### src/rtl/cv32e40p_fetch_buffer_ctrl_if.sv
// Signal bundle between the fetch buffer controller, the IF stage and the OBI instruction port.
// The master modport is the controller; the slave modport is its environment.
interface cv32e40p_fetch_buffer_ctrl_if;
  logic        req_i;
  logic        branch_i;
  logic [31:0] branch_addr_i;
  logic        fetch_valid_o;
  logic        fetch_ready_i;
  logic [31:0] fetch_rdata_o;
  logic [31:0] fetch_addr_o;
  logic        instr_req_o;
  logic        instr_gnt_i;
  logic [31:0] instr_addr_o;
  logic        instr_rvalid_i;
  logic [31:0] instr_rdata_i;
  logic        busy_o;

  modport master (
    input  req_i, branch_i, branch_addr_i, fetch_ready_i,
    input  instr_gnt_i, instr_rvalid_i, instr_rdata_i,
    output fetch_valid_o, fetch_rdata_o, fetch_addr_o,
    output instr_req_o, instr_addr_o, busy_o
  );

  modport slave (
    output req_i, branch_i, branch_addr_i, fetch_ready_i,
    output instr_gnt_i, instr_rvalid_i, instr_rdata_i,
    input  fetch_valid_o, fetch_rdata_o, fetch_addr_o,
    input  instr_req_o, instr_addr_o, busy_o
  );
endinterface

### src/rtl/cv32e40p_fetch_buffer_ctrl.sv
// IF-stage prefetcher: issues OBI word fetches, buffers responses in a FIFO and
// redirects on branch, dropping every response that belongs to the old stream.
module cv32e40p_fetch_buffer_ctrl #(
  parameter int DEPTH           = 2,
  parameter int MAX_OUTSTANDING = 2
) (
  input  logic                          clk,
  input  logic                          rst,
  cv32e40p_fetch_buffer_ctrl_if.master  bus
);

  localparam int AW   = (DEPTH > 1) ? $clog2(DEPTH) : 1;
  localparam int CNTW = $clog2(DEPTH + 1);
  localparam int OW   = $clog2(MAX_OUTSTANDING + 1);

  localparam logic [0:0] ST_IDLE = 1'b0;
  localparam logic [0:0] ST_RUN  = 1'b1;

  logic [0:0]      r_state;
  logic [31:0]     r_mem [DEPTH];
  logic [AW-1:0]   r_wptr;
  logic [AW-1:0]   r_rptr;
  logic [CNTW-1:0] r_count;
  logic [OW-1:0]   r_outstanding;
  logic [OW-1:0]   r_discard;
  logic [31:0]     r_issue_addr;
  logic [31:0]     r_fetch_addr;
  logic            r_req_hold;
  logic            r_redirect_pend;
  logic [31:0]     r_redirect_addr;

  logic            w_can_issue;
  logic            w_req;
  logic            w_gnt;
  logic            w_rsp;
  logic            w_drop;
  logic            w_push;
  logic            w_pop;
  logic [31:0]     w_target;
  logic [OW:0]     w_discard_br;

  assign w_target    = {bus.branch_addr_i[31:2], 2'b00};
  assign w_can_issue = (r_state == ST_RUN) && bus.req_i &&
                       (int'(r_outstanding) < MAX_OUTSTANDING) &&
                       (int'(r_outstanding) + int'(r_count) < DEPTH);
  // An ungranted request must stay up with a stable address until granted.
  assign w_req  = r_req_hold || w_can_issue;
  assign w_gnt  = w_req && bus.instr_gnt_i;
  assign w_rsp  = bus.instr_rvalid_i && (r_outstanding != '0);
  assign w_drop = w_rsp && (r_discard != '0);
  assign w_push = w_rsp && (r_discard == '0) && !bus.branch_i;
  assign w_pop  = (r_count != '0) && bus.fetch_ready_i && !bus.branch_i;

  // Everything in flight, plus the request on the bus this cycle, minus the one returning now.
  assign w_discard_br = {1'b0, r_outstanding} + (OW+1)'(w_req) - (OW+1)'(w_rsp);

  assign bus.instr_req_o   = w_req;
  assign bus.instr_addr_o  = r_issue_addr;
  assign bus.fetch_valid_o = (r_count != '0);
  assign bus.fetch_rdata_o = (r_count != '0) ? r_mem[r_rptr] : '0;
  assign bus.fetch_addr_o  = r_fetch_addr;
  assign bus.busy_o        = (r_outstanding != '0) || w_req;

  always_ff @(posedge clk or posedge rst) begin
    if (rst) begin
      r_state         <= ST_IDLE;
      r_wptr          <= '0;
      r_rptr          <= '0;
      r_count         <= '0;
      r_outstanding   <= '0;
      r_discard       <= '0;
      r_issue_addr    <= '0;
      r_fetch_addr    <= '0;
      r_req_hold      <= 1'b0;
      r_redirect_pend <= 1'b0;
      r_redirect_addr <= '0;
    end else begin
      if (r_state == ST_IDLE && bus.branch_i) begin
        r_state <= ST_RUN;
      end
      r_req_hold    <= w_req && !bus.instr_gnt_i;
      r_outstanding <= r_outstanding + OW'(w_gnt) - OW'(w_rsp);

      if (bus.branch_i) begin
        r_wptr       <= '0;
        r_rptr       <= '0;
        r_count      <= '0;
        r_fetch_addr <= w_target;
        r_discard    <= w_discard_br[OW-1:0];
      end else begin
        if (w_push) begin
          r_wptr <= r_wptr + AW'(1);
        end
        if (w_pop) begin
          r_rptr       <= r_rptr + AW'(1);
          r_fetch_addr <= r_fetch_addr + 32'd4;
        end
        r_count <= r_count + CNTW'(w_push) - CNTW'(w_pop);
        if (w_drop) begin
          r_discard <= r_discard - OW'(1);
        end
      end

      // A stalled request finishes at its old address; the target is loaded at its grant.
      if (bus.branch_i) begin
        if (w_req && !bus.instr_gnt_i) begin
          r_redirect_pend <= 1'b1;
          r_redirect_addr <= w_target;
        end else begin
          r_redirect_pend <= 1'b0;
          r_issue_addr    <= w_target;
        end
      end else if (w_gnt) begin
        if (r_redirect_pend) begin
          r_redirect_pend <= 1'b0;
          r_issue_addr    <= r_redirect_addr;
        end else begin
          r_issue_addr <= r_issue_addr + 32'd4;
        end
      end
    end
  end

  always_ff @(posedge clk) begin
    if (w_push) begin
      r_mem[r_wptr] <= bus.instr_rdata_i;
    end
  end

  a_no_overflow: assert property (@(posedge clk) disable iff (rst)
    !(w_push && !w_pop && (int'(r_count) == DEPTH)));
  a_no_orphan_rvalid: assert property (@(posedge clk) disable iff (rst)
    !(bus.instr_rvalid_i && (r_outstanding == '0)));

endmodule
### src/flat_wrapper.sv
// flat-port wrapper written by rule: the top's interface ports become plain ports
module cv32e40p_fetch_buffer_ctrl_flat 
#(
  parameter int DEPTH           = 2,
  parameter int MAX_OUTSTANDING = 2
)
  (clk, rst, bus_req_i, bus_branch_i, bus_branch_addr_i, bus_fetch_ready_i, bus_instr_gnt_i, bus_instr_rvalid_i, bus_instr_rdata_i, bus_fetch_valid_o, bus_fetch_rdata_o, bus_fetch_addr_o, bus_instr_req_o, bus_instr_addr_o, bus_busy_o);
  cv32e40p_fetch_buffer_ctrl_if bus_i ();
  input  logic clk;
  input  logic rst;
  input wire logic [$bits(bus_i.req_i)-1:0] bus_req_i;
  input wire logic [$bits(bus_i.branch_i)-1:0] bus_branch_i;
  input wire logic [$bits(bus_i.branch_addr_i)-1:0] bus_branch_addr_i;
  input wire logic [$bits(bus_i.fetch_ready_i)-1:0] bus_fetch_ready_i;
  input wire logic [$bits(bus_i.instr_gnt_i)-1:0] bus_instr_gnt_i;
  input wire logic [$bits(bus_i.instr_rvalid_i)-1:0] bus_instr_rvalid_i;
  input wire logic [$bits(bus_i.instr_rdata_i)-1:0] bus_instr_rdata_i;
  output wire logic [$bits(bus_i.fetch_valid_o)-1:0] bus_fetch_valid_o;
  output wire logic [$bits(bus_i.fetch_rdata_o)-1:0] bus_fetch_rdata_o;
  output wire logic [$bits(bus_i.fetch_addr_o)-1:0] bus_fetch_addr_o;
  output wire logic [$bits(bus_i.instr_req_o)-1:0] bus_instr_req_o;
  output wire logic [$bits(bus_i.instr_addr_o)-1:0] bus_instr_addr_o;
  output wire logic [$bits(bus_i.busy_o)-1:0] bus_busy_o;
  assign bus_i.req_i = bus_req_i;
  assign bus_i.branch_i = bus_branch_i;
  assign bus_i.branch_addr_i = bus_branch_addr_i;
  assign bus_i.fetch_ready_i = bus_fetch_ready_i;
  assign bus_i.instr_gnt_i = bus_instr_gnt_i;
  assign bus_i.instr_rvalid_i = bus_instr_rvalid_i;
  assign bus_i.instr_rdata_i = bus_instr_rdata_i;
  assign bus_fetch_valid_o = bus_i.fetch_valid_o;
  assign bus_fetch_rdata_o = bus_i.fetch_rdata_o;
  assign bus_fetch_addr_o = bus_i.fetch_addr_o;
  assign bus_instr_req_o = bus_i.instr_req_o;
  assign bus_instr_addr_o = bus_i.instr_addr_o;
  assign bus_busy_o = bus_i.busy_o;
  cv32e40p_fetch_buffer_ctrl #(.DEPTH(DEPTH), .MAX_OUTSTANDING(MAX_OUTSTANDING)) u_core (.clk(clk), .rst(rst), .bus(bus_i));
endmodule
### config.mk
export PLATFORM = sky130hd
export DESIGN_NAME = cv32e40p_fetch_buffer_ctrl_flat
export DESIGN_NICKNAME = d
export VERILOG_FILES = /design/src/rtl/cv32e40p_fetch_buffer_ctrl_if.sv /design/src/rtl/cv32e40p_fetch_buffer_ctrl.sv /design/src/flat_wrapper.sv
export SDC_FILE = /design/constraint.sdc
export NUM_CORES = 1
export LEC_CHECK = 0
export CAP_MARGIN = 15
export CELL_PAD_IN_SITES_DETAIL_PLACEMENT = 1
export CELL_PAD_IN_SITES_GLOBAL_PLACEMENT = 1
export CORE_UTILIZATION = 40
export CTS_CLUSTER_DIAMETER = 60
export DETAILED_ROUTE_END_ITERATION = 12
export PLACE_DENSITY_LB_ADDON = 0.1
export RECOVER_POWER = 25
export SETUP_SLACK_MARGIN = 0.15
export SLEW_MARGIN = 40
export SYNTH_ARGS = -nofsm -noshare
export SYNTH_HDL_FRONTEND = slang
export SYNTH_SLANG_ARGS = --single-unit
### constraint.sdc
create_clock -name clk -period 9.6 [get_ports clk]
set_input_delay 0.96 -clock clk [delete_from_list [all_inputs] [get_ports clk]]
set_output_delay 0.96 -clock clk [all_outputs]
set_load 0.03 [all_outputs]
==> flow_metrics.env <==
export IMPL_status="complete, but fails checks"
export IMPL_violations="max-capacitance violations, max-slew violations"
export IMPL_grt_max_degree=66
export IMPL_grt_use_total=0.2278
export IMPL_worst_hold_path_endpoint="u_core.r_state"
export IMPL_rsz0062_at_grt="no"
export IMPL_die_h_um=144.4
export IMPL_intPower_uw=1752
export IMPL_rr_endpoint="u_core.r_redirect_addr[31]"
export IMPL_worst_ir_drop_vdd_uv=151.9
export IMPL_ys_dominant_reg_cell="dfrtp_1"
export IMPL_mostFrequentLayoutCell="clkdlybuf4s50_1"
export IMPL_hold_depth=1
export IMPL_cts_root_buf="clkbuf_16"
export IMPL_post_cts_buffers=0
export IMPL_wl_um=22940
export IMPL_insertion_delay_ns=0.42
export IMPL_hold_path_class="register to register"
export IMPL_async_reset_ff_frac=0.6121
export IMPL_rows=51
export IMPL_antenna_found_initial=1
export IMPL_fin_crit_sh=0.5724
export IMPL_hp_start="u_core.r_state"
export IMPL_overflow=0
export IMPL_dr_first_iter_drc_count=324
export IMPL_critPathMaxFanout=63
export IMPL_slew_violations=170
export IMPL_ctsHoldBuffers=0
export IMPL_required_ns=9.31
export IMPL_p_per_area_mw_per_mm2=272.8
export IMPL_timing_reg2reg_setup_slack_ns=6.35
export IMPL_cts_buffers=17
export IMPL_r2r_cells=11
export IMPL_yosys_warnings=0
export IMPL_synth_top_cell_by_area="dfrtp_1"
export IMPL_syn_inst=736
export IMPL_final_cell_mix="clkdlybuf4s50_1, dfrtp_1, nor2_1"
export IMPL_stdcell_area_mm2=0.01058
export IMPL_ys_seq_area_frac=0.5487
export IMPL_avgViaCountPerCell=5.427
export IMPL_wire_per_inst_um=19.56
export IMPL_coreArea_mm2=0.01965
export IMPL_grt_pass1_wl_um=35930
export IMPL_clockBufferDepth=2
export IMPL_maxCapViolCount=3
export IMPL_drc=0
export IMPL_netlist_area_mm2=0.008109
export IMPL_place_congestion=0.8272
export IMPL_placed_area_mm2=0.01002
export IMPL_vias=6366
export IMPL_clk_pin_slew_ns=0.06
export IMPL_comb_power_share=0.386
export IMPL_synth_cell_types=63
export IMPL_ant_nets=0
export IMPL_finalSetupViolCount=0
export IMPL_io_buffers=163
export IMPL_ys_seq_elements=165
export IMPL_tns_ns=0
export IMPL_io_pins=170
export IMPL_p_leak_uw=0.003934
export IMPL_cts_sinks=165
export IMPL_critPathArrivalTime_ns=5.20
export IMPL_switching_power_uw=1134
export IMPL_max_freq_mhz=182.0
export IMPL_synth_edf_count=64
export IMPL_relSlewSlack=-1.404
export IMPL_die_area_mm2=0.02085
export IMPL_drive_above_1_share=0.09813
export IMPL_clockPowerShare=0.226
export IMPL_cp_end_kind="asynchronous set/reset pin"
export IMPL_synth_area_leaders="dfrtp_1, edfxtp_1, mux2i_1"
export IMPL_period_needed_ns=5.495
export IMPL_path_class="input port to asynchronous set/reset pin"
export IMPL_dp_hpwl_um=16140
export IMPL_nNetsFinal=975
export IMPL_htreeDepth=4
export IMPL_r2r_start="u_core.r_count[0]"
export IMPL_area_growth_pct=30.46
export IMPL_cts_tree="done"
export IMPL_grt_pass1_vias=6668
export IMPL_worst_slew_pin_slew_ns=3.606
export IMPL_finalHoldViolCount=0
export IMPL_initial_core_util=0.4126
export IMPL_p_seq_frac=0.388
export IMPL_die_w_um=144.4
export IMPL_cp_start_kind="input port"
export IMPL_final_setup_skew_ns=0.01187
export IMPL_synth_top_area_frac=0.3117
export IMPL_sw_frac_of_total=0.3929
export IMPL_avgSynthCellArea_um2=11.02
export IMPL_ctsResizeCount=0
export IMPL_first_pass_iters=4
[worst max-delay path, stage by stage]
cell	delay (ns)
dlygate4sd3_1	0.54
clkinvlp_2	1.02
clkbuf_1	2.60
[Yosys cell counts (13+ instances only)]
library cell / count
nand3_1: 23
inv_1: 26
nor2_1: 67
xnor2_1: 23
a21oi_1: 37
nand2_1: 60
mux2_2: 28
nand4_1: 19
xor2_1: 25
dfrtp_1: 101
edfxtp_1: 64
a31oi_1: 13
o21ai_0: 46
mux2i_1: 35
clkbuf_1: 20
[power groups by stage]
stage	clock network, uW	logic (uW)	registers [uW]
after detailed placement	0	1120	1130
after floorplan	0	601	1200
final	652	1110	1120
after CTS	668	1130	1120
after global routing	695	1210	1150
after global placement	0	1080	1120
[metrics by stage]
step / hold slack, ns / power, uW / instances / setup WS, ns / util
finish: 0.4625 / 2886 / 1173 / 4.105 / 0.5383
floorplan: 0.4304 / 1800 / 739 / 5.308 / -
CTS: 0.4701 / 2914 / 1172 / 5.842 / 0.5382
global route: 0.4853 / 3052 / 1173 / 3.308 / 0.5383
detailed placement: 0.4546 / 2247 / 1140 / 5.933 / 0.5099
global placement: 0.4430 / 2200 / 1138 / 5.855 / 0.5079
[final cells by class]
cell class                 instances  area, um^2
fill                            2134        9075
clock buffer                      18       429.2
timing repair buffer             174        1708
clock inverter                    14       126.4
inverter                          27       102.6
sequential                       165        4453
antenna                            1       2.502
multi-input combinational        509        3426
tap                              265       331.6
[how the worst max path moves through the flow]
stage | from | end | cells after the start
final | rst | u_core.bus.instr_addr_o[10] | 3
after global routing | rst | u_core.bus.instr_addr_o[17] | 3
after CTS | u_core.r_count[0] | bus_busy_o | 7
after detailed placement | bus_req_i | bus_busy_o | 5
after global placement | bus_req_i | u_core.r_redirect_addr[17] | 7
after floorplan | bus_branch_i | u_core.r_mem[0][0] | 4
[registers in the layout, indices dropped and copies added (netlist names)]
register                 flops
u_core.r_discard             2
u_core.r_outstanding         2
u_core.r_redirect_pend       1
u_core.bus.fetch_addr_o     30
u_core.r_count               2
u_core.r_redirect_addr      30
u_core.r_rptr                1
u_core.r_state               1
u_core.r_req_hold            1
u_core.r_mem                64
u_core.r_wptr                1
u_core.bus.instr_addr_o     30
[routing by layer]
metal	global-route usage	vias to the layer above	share of wire	routed length (um)
li1	-	2967	-	-
met1	0.2907	3226	0.43	9955
met2	0.3950	160	0.51	11660
met3	0.04205	13	0.046	1061
met4	0.05983	0	0.011	263
met5	0	-	0	0
[kinds of logic after synthesis]
logic type | Yosys count | share of synthesized area
AO/OA/AOI/OAI | 149 | 0.1142
XOR/XNOR | 48 | 0.05184
adder cells (fa/ha/maj) | 10 | 0.01636
buffers and inverters | 65 | 0.03410
flip-flops | 165 | 0.5487
multiplexers | 65 | 0.08563
other | 1 | 0.0004624
AND/OR/NAND/NOR | 233 | 0.1487
Power figures use the tool's default switching activity.
